### config.mk
export PLATFORM = sky130hd
export DESIGN_NAME = write_control_logic
export DESIGN_NICKNAME = d
export VERILOG_FILES = /design/src/rtl/write_control_logic.sv
export SDC_FILE = /design/constraint.sdc
export NUM_CORES = 1
export LEC_CHECK = 0
export ABC_AREA = 1
export CAP_MARGIN = 10
export CORE_AREA = 3 3 40 42
export CTS_BUF_LIST = sky130_fd_sc_hd__clkbuf_4 sky130_fd_sc_hd__clkbuf_8
export CTS_CLUSTER_SIZE = 20
export DETAILED_ROUTE_END_ITERATION = 8
export DIE_AREA = 0 0 43 45
export PLACE_DENSITY = 0.77
export SLEW_MARGIN = 5
export SYNTH_ARGS = -nofsm -noshare
export SYNTH_HDL_FRONTEND = slang
export SYNTH_SLANG_ARGS = --single-unit
### constraint.sdc
create_clock -name clk -period 7.2 [get_ports clk]
set_input_delay 1.8 -clock clk [delete_from_list [all_inputs] [get_ports clk]]
set_output_delay 1.8 -clock clk [all_outputs]
set_load 0.005 [all_outputs]
### src/rtl/write_control_logic.sv
// write_control_logic: write-side pointer, full/almost-full flags and
// overflow tracking for a single-clock FIFO. The read pointer comes in
// from the read-side control in the same clock domain.
//
// Optional feature: define WRITE_CTRL_OVF_COUNT_EN to add an 8-bit
// saturating count of dropped writes on port overflow_count.
module write_control_logic #(
  parameter int ADDR_WIDTH = 4,
  parameter int AFULL      = 3,
  parameter int DEPTH      = 16
) (
  input  logic                  clk,
  input  logic                  reset_n,
  input  logic                  flush,
  input  logic                  write_req,
  input  logic [ADDR_WIDTH:0]   read_ptr,
  output logic                  write_enable,
  output logic                  write_ack,
  output logic                  fifo_full,
  output logic                  fifo_afull,
  output logic [ADDR_WIDTH:0]   write_ptr,
  output logic                  overflow
`ifdef WRITE_CTRL_OVF_COUNT_EN
  ,
  output logic [7:0]            overflow_count
`endif
);

  localparam int PTR_W = ADDR_WIDTH + 1;
  // Occupancy at or above this level raises fifo_afull.
  localparam logic [PTR_W-1:0] AFULL_LEVEL = PTR_W'(DEPTH - AFULL);

  logic [PTR_W-1:0] occupancy;
  logic             write_drop;

  // Full compares against the read pointer as presented this cycle, so a
  // read landing on the same edge does not make room for a write.
  assign fifo_full    = (write_ptr[ADDR_WIDTH] != read_ptr[ADDR_WIDTH]) &&
                        (write_ptr[ADDR_WIDTH-1:0] == read_ptr[ADDR_WIDTH-1:0]);
  assign occupancy    = write_ptr - read_ptr;
  assign fifo_afull   = (occupancy >= AFULL_LEVEL);
  assign write_enable = write_req & ~fifo_full;
  assign write_drop   = write_req & fifo_full;

  // Write pointer, acknowledge and sticky overflow; flush beats any write.
  always_ff @(posedge clk or negedge reset_n) begin
    if (!reset_n) begin
      write_ptr <= '0;
      write_ack <= 1'b0;
      overflow  <= 1'b0;
    end else if (flush) begin
      write_ptr <= '0;
      write_ack <= 1'b0;
      overflow  <= 1'b0;
    end else begin
      if (write_enable) begin
        write_ptr <= write_ptr + PTR_W'(1);
      end
      write_ack <= write_enable;
      if (write_drop) begin
        overflow <= 1'b1;
      end
    end
  end

`ifdef WRITE_CTRL_OVF_COUNT_EN
  // Saturating count of dropped writes, cleared with the rest of the write side.
  always_ff @(posedge clk or negedge reset_n) begin
    if (!reset_n) begin
      overflow_count <= 8'd0;
    end else if (flush) begin
      overflow_count <= 8'd0;
    end else if (write_drop && (overflow_count != 8'hFF)) begin
      overflow_count <= overflow_count + 8'd1;
    end
  end
`endif

endmodule

======== Word-level counts from Yosys, hierarchy flattened ========
Cells that the tools add are included.
Widths: inputs -> output; s select.
storage, ports and cells
  bits in registers ....................... 7
  bits in latches ......................... 0
  bits in writable memories ............... 0
  memory bits (read-only) ................. 0
  input port bits ......................... 9
  output and inout port bits .............. 10
  word-level logic and storage cells ...... 19
  memories kept ........................... 0
operators by class
  add/subtract/negate cells ............... 2
  multipliers ............................. 0
  div/mod/pow operators ................... 0
  order comparisons ....................... 1
  eq/ne operators ......................... 2
  shift operators ......................... 0
  multiplexer cells ....................... 5
  bitwise operators ....................... 3
  reduce and logical (&&, ||, !) cells .... 3
operators by type and width
  cell                 number
  $mux 5               2
  $add 5x1->5 const B  1
  $ge 5x4->1 const B   1
  $sub 5x5->5          1
  $eq 4x4->1           1
  $reduce_bool 2->1    2
  $mux 1               3
  $and 1x1->1          2
  $logic_and 1x1->1    1
  $ne 1x1->1           1
  $not 1->1            1

======== Depth between registers and ports, before layout ========
Gate-level depths: netlist of run 1.
  depth in word-level cells ............... 6
  gate-level depth with buffers ........... 10
  depth with buffers taken out ............ 10

======== Worst setup path before layout of run 1 ========
No wires, ideal clock.
  path type ............................... input to output
  from .................................... in read_ptr[0]
  to ...................................... out fifo_afull
  arrival time ............................ 3006 ps
  required time ........................... 5400 ps
  slack ................................... 2394 ps
  stages .................................. 7
  buffers on the path ..................... 0
  cell sequence ........................... ha_1 > inv_1 > fa_1 > or2_2 > nor2_1 > nand3_1 > nand3_1
between the ends
  longest elaborated chain between the ends .. 2
RTL lines
  element             line  text
  start: declaration  16    input logic [ADDR_WIDTH:0] read_ptr,
  $sub 5x5->5         40    assign occupancy = write_ptr - read_ptr;
  $ge 5x4->1          41    assign fifo_afull = (occupancy >= AFULL_LEVEL);
  end: declaration    20    output logic fifo_afull,
Every way passes these cells.

======== Final worst setup path of run 1 ========
Ends and elaborated chain as after synthesis.

==> flow_summary_export.csv, run 1 <==
group,metric,value,unit
grt,grt_remaining_overflow,0,
sta,hold_viol_final,0,
critical_path,worstRegToRegCells,8,
power,p_switching,0.00003188,W
yosys,ys_ff_latch,7,
critical_path,slowest_stage,"clkdlybuf4s50_1",
layout,syn_to_final_growth,38.61,%
die,dieArea,1935,sq um
route,route.detailed.drc,0,
power,peakVddDrop,135.9,uV
yosys,syn_area,593.1,sq um
sta,max_freq,0.1743,GHz
layout,final_cell_area,822.0,sq um
placement,placedInstanceArea,792.0,sq um
sta,min_period,5.738,ns
sta,final.setup.tns,0,ns
clock_network,clockRootBuffer,"clkbuf_4",
layout,mostFrequentLayoutCells,"nand2_1 (26), clkdlybuf4s50_1 (18), inv_1 (15)",
sta,fin_skew,0.005976,ns
sta,postLayoutSetupSlackWorst,1.462,ns
die,die_h,45,microns
sta,slew_headroom,0.7972,
clock_network,clk_latency,0.26,ns
placement,dp_hpwl,1.026,mm
clock_network,numCtsBuffers,3,
yosys,yosysWarningCount,0,
yosys,synth_area_leaders,"dfrtp_1 (30%), nand2_1 (16%), nand3_1 (12%), ha_1 (11%), inv_1 (9.5%)",
route,wire_per_inst,9.919,microns
route,post_drt_via_cell_ratio,4.740,
critical_path,worst-path-stages,9,
clock_network,htreeDepth,1,
layout,drive_gt1_frac,0.1019,
power,p_clk_frac,0.344,
grt,grt_max_degree,9,
power,power_density,139.5,nW/um^2
clock_network,clockBufferDepth,2,
grt,antenna_found_initial,0,
run,max_cap_viol_count,0,
die,ios,19,
critical_path,cp-start-kind,"input pin",
sta,max_slew.worst_pin.slew,0.3032,ns
placement,globalplace.congestion,0.7883,
die,initial_utilization,0.4615,
layout,nNetsFinal,124,
placement,dpl_worst_slack,1.446,ns
power,power_frac_comb,0.283,
power,p_total,0.0001147,W
critical_path,critPathArrivalTime,3.94,ns
clock_network,clk_pin_slew_worst_paths,0.05,ns
power,seq_power_share,0.373,
critical_path,endpoint_kind,"primary output",
clock_network,hold_buffers,0,
yosys,yosysUniqueCellTypes,14,
sta,rsz0062_at_grt,"false",
critical_path,crit_family,"buffers and inverters",
critical_path,cp_data_required_time,5.40,ns
run_status,outcome,"complete, no violations",
die,die_x,43,microns
layout,final_common_cell,"nand2_1",
route,firstDrtPassIters,4,
clock_network,cts_tree,"yes",
placement,io_buffers,18,
grt,first_global_vias,532,
layout,antenna_cells,0,
layout,final_core_utilization,0.6397,
sta,min_period_over_period,0.7970,
grt,grt_pass1_wl,2.166,mm
sta,setup_viol,0,
critical_path,crit_chain,"clkdlybuf4s50_1 > ha_1 > inv_1 > fa_1 > or2_2 > nor2_1 > nand3_1 > nand3_1 > clkdlybuf4s50_1",
die,core-area,1285,sq um
critical_path,critical-path-max-stage-delay,0.49,ns
route,wl,1.220,mm
power,internal-power,0.00008283,W
yosys,ys_seq_area_frac,0.2954,
yosys,synth_cells,86,
route,ant_nets,0,
route,drt_iter0_markers,4,
grt,track_usage,0.1546,
yosys,synth_area_per_cell,6.896,sq um
yosys,syn-num-nets,101,
power,p_leak,0.4534,nW
yosys,synth_top_cell_by_area,"dfrtp_1",
critical_path,worst-path-max-fanout,2,
critical_path,worst-path-buf-inv,3,
route,vias,583,
critical_path,worstSetupPathType,"in2out",
clock_network,cts_resized,0,
min_path,hold_path.class,"reg2reg",
sta,drv_slew,0,
clock_network,cts.sinks,7,
power,switching_share,0.2779,
clock_network,cts_setup_buffers,0,
die,rows,13,
yosys,netlist.area_leader.share,0.2954,
min_path,hold_depth,2,
==> routing by layer <==
layer  up-vias  global-route usage  share of wire
met5         -                   0              0
met4         0              0.1265          0.033
met3         5             0.02390          0.035
met2        12              0.2575           0.47
met1       253              0.1757           0.46
li1        313                   -              -
==> synthesized netlist by cell type <==
library cell	number
nand2_1	26
inv_1	15
nand3_1	14
dfrtp_1	7
ha_1	5
nor2_1	5
a21oi_1	3
nand2_2	3
xor2_1	3
fa_1	1
inv_2	1
nand2_4	1
nor2_4	1
or2_2	1
==> worst reg2reg max path: stages (launching register included) <==
cell and delay (ns):
dfrtp_1 0.45, ha_1 0.41, nand2_1 0.08, nor2_1 0.15, nand2_2 0.09, nand2_4 0.11, nand2_1 0.08, nand2_1 0.07
nand2_1 0.05
==> power groups by stage <==
| stage | Combinational [W] | Sequential [W] | Clock [W] |
|---|---|---|---|
| after floorplan | 0.0000177 | 0.0000433 | 0 |
| after global placement | 0.0000320 | 0.0000433 | 0 |
| after detailed placement | 0.0000328 | 0.0000433 | 0 |
| after CTS | 0.0000330 | 0.0000428 | 0.0000406 |
| after global routing | 0.0000372 | 0.0000430 | 0.0000434 |
| final | 0.0000325 | 0.0000427 | 0.0000395 |
==> through the flow <==
step,hold WS (ns),instances
floorplan,0.5097,86
global placement,0.5068,119
detailed placement,0.5148,119
CTS,0.5231,123
global route,0.5706,123
finish,0.5200,123
==> state kept, by name, summed over array words and instances (netlist names) <==
name	count
overflow	1
write_ack	1
write_ptr	5
==> layout make-up <==
class,count,area [sq um]
clock buffers,4,30.03
fillers,118,462.9
inverters,16,60.06
multi-input cells,63,357.8
flip-flops and latches,7,175.2
well taps,15,18.77
repair buffers,18,180.2
==> cell families after synthesis <==
group           Yosys count  synth area share
compound gates            3           0.02531
xor+xnor                  3           0.04431
fa+ha+maj                 6            0.1392
buf+inv                  16            0.1013
flops                     7            0.2954
simple gates             51            0.3945
==> worst paths after layout <==
check	start	endpoint	slack (ns)
max	read_ptr[0]	fifo_afull	1.46
min	overflow	overflow	0.52
max reg2reg	write_ptr[2]	write_ptr[3]	5.60
min reg2reg	overflow	overflow	0.52
max in group asynchronous	reset_n	write_ack	5.17
min in group asynchronous	reset_n	write_ptr[3]	1.79
Power figures use the tool's default switching activity.
==> inputs of run 2 (changes only) <==
--- a/config.mk
+++ b/config.mk
@@ -7,11 +7,11 @@
 export LEC_CHECK = 0
 export ABC_AREA = 1
 export CAP_MARGIN = 10
-export CORE_AREA = 3 3 40 42
+export CORE_MARGIN = 3
+export CORE_UTILIZATION = 42
 export CTS_BUF_LIST = sky130_fd_sc_hd__clkbuf_4 sky130_fd_sc_hd__clkbuf_8
 export CTS_CLUSTER_SIZE = 20
 export DETAILED_ROUTE_END_ITERATION = 8
-export DIE_AREA = 0 0 43 45
 export PLACE_DENSITY = 0.77
 export SLEW_MARGIN = 5
 export SYNTH_ARGS = -nofsm -noshare
==> constraint.sdc (replaced) <==
create_clock -name clk -period 5.1 [get_ports clk]
set_input_delay 1.275 -clock clk [delete_from_list [all_inputs] [get_ports clk]]
set_output_delay 1.275 -clock clk [all_outputs]
set_load 0.005 [all_outputs]
==> run 2 against run 1 <==
Compared with the run above: critical path depth did not move; die area fell by 1.9%; global-route usage fell by 1.3 points; wire length fell by 6.8%; cell count fell by 0.81%; clock-buffer cell count did not move; clock skew fell by 0.0016 ns; utilization rose by 3.5 points; sequential power rose by 42%; highest routed layer unchanged.
==> flow_summary_export.csv, run 2 (synthesis results as in run 1) <==
group,metric,value,unit
route,firstDrtPassIters,4,
placement,dp_hpwl,982.9,microns
route,routed-wl-met3,54,microns
route,ant_nets,0,
sta,slew_headroom,0.8099,
route,highest_layer,"met4",
clock_network,cts_tree,"yes",
placement,globalplace.congestion,0.7732,
layout,mostFrequentLayoutCells,"nand2_1 (26), clkdlybuf4s50_1 (18), inv_1 (15)",
sta,postLayoutSetupSlackWorst,0.4020,ns
die,core-area,1216,sq um
sta,min_period,4.698,ns
critical_path,worst-path-max-fanout,2,
placement,dpl_worst_slack,0.3865,ns
grt,grt_remaining_overflow,0,
power,peakVddDrop,145.7,uV
layout,layout_top_registers,"write_ptr x5, overflow x1, write_ack x1",
layout,largest-register,"write_ptr",
run,max_cap_viol_count,0,
placement,io_buffers,18,
grt,grt_max_degree,9,
die,ios,19,
clock_network,cts.sinks,7,
power,p_leak,0.4534,nW
route,met2_length,547,microns
clock_network,cts_resized,0,
layout,nNetsFinal,124,
clock_network,clk_latency,0.25,ns
layout,antenna_cells,0,
die,initial_utilization,0.4877,
route,wl_met1,518,microns
clock_network,clockRootBuffer,"clkbuf_4",
layout,final_common_cell,"nand2_1",
layout,final_core_utilization,0.6749,
clock_network,clockBufferDepth,2,
layout,fin_cells,122,
sta,final.setup.tns,0,ns
route,drt_iter0_markers,3,
route,wire_per_inst,9.320,microns
clock_network,numCtsBuffers,3,
route,wl,1.137,mm
die,dieArea,1899,sq um
route,post_drt_via_cell_ratio,4.557,
layout,largest_register_ffs,5,
critical_path,endpoint_kind,"primary output",
clock_network,clk_pin_slew_worst_paths,0.05,ns
route,vias,556,
die,die_x,43.58,microns
clock_network,htreeDepth,1,
critical_path,cp-start-kind,"input pin",
power,power_density,194.2,nW/um^2
grt,antenna_found_initial,0,
critical_path,critPathArrivalTime,3.42,ns
min_path,hold_path.class,"reg2reg",
sta,min_period_over_period,0.9212,
clock_network,cts_setup_buffers,0,
sta,hold_viol_final,0,
run_status,outcome,"complete, no violations",
die,die_h,43.58,microns
sta,fin_skew,0.004423,ns
grt,track_usage,0.1420,
layout,fillerInstances,111,
sta,rsz0062_at_grt,"false",
die,rows,12,
sta,max_slew.worst_pin.slew,0.2842,ns
layout,drive_gt1_frac,0.1019,
sta,drv_slew,0,
sta,max_freq,0.2129,GHz
critical_path,cp_data_required_time,3.83,ns
grt,first_global_vias,540,
clock_network,hold_buffers,0,
placement,post-place-cells,118,
sta,setup_viol,0,
route,route.detailed.drc,0,
grt,grt_pass1_wl,2.049,mm
layout,syn_to_final_growth,38.40,%
critical_path,worstSetupPathType,"in2out",
## run 2: cell counts in the layout (fill, tap and decap cells not counted)
No cell type changed its count.
## run 2: area by class of cell
class	count	area, sq um	share of cell area
tap	14	17.52	0.02134
inverter	16	60.06	0.07317
timing repair buffer	18	180.2	0.2195
sequential	7	175.2	0.2134
clock buffer	4	30.03	0.03659
multi-input combinational	63	357.8	0.4360
## run 2: final timing paths
path                              start  slack, ns  depth (start not counted)            to
max in group asynchronous       reset_n       3.60                          1  write_ptr[0]
min in group asynchronous       reset_n       1.27                          1  write_ptr[4]
max reg2reg                write_ptr[2]       3.57                          8  write_ptr[4]
max                         read_ptr[0]       0.40                          9    fifo_afull
min                            overflow       0.52                          2      overflow
min reg2reg                    overflow       0.52                          2      overflow
## run 2: through the flow
step           total power [W]  hold slack, ns  cell area [sq um]
5_1_grt              0.0001725          0.5656              820.8
6_report             0.0001594          0.5242              820.8
3_5_place_dp         0.0001074          0.5195              790.8
3_3_place_gp         0.0001065          0.5121              790.8
2_1_floorplan       0.00008606          0.5097              593.1
4_1_cts              0.0001633          0.5276              820.8
## run 2: power by group
group / internal (W) / total, W / switching (W) / leakage (nW)
clock network: 0.0000350 / 0.0000534 / 0.0000184 / 0.0184
registers: 0.0000578 / 0.0000605 / 0.00000271 / 0.0953
logic: 0.0000240 / 0.0000455 / 0.0000216 / 0.340
## run 2: routing by layer
| metal | global-route usage | vias to the layer above |
|---|---|---|
| met5 | 0 | - |
| met4 | 0.09036 | 0 |
| met3 | 0.03320 | 2 |
| met2 | 0.2326 | 11 |
| met1 | 0.1637 | 234 |
| li1 | - | 309 |
## run 2: critical path: stages
cell	delay, ns
clkdlybuf4s50_1	0.40
ha_1	0.19
inv_1	0.08
fa_1	0.42
or2_2	0.30
nor2_1	0.11
nand3_1	0.08
nand3_1	0.08
clkdlybuf4s50_1	0.49
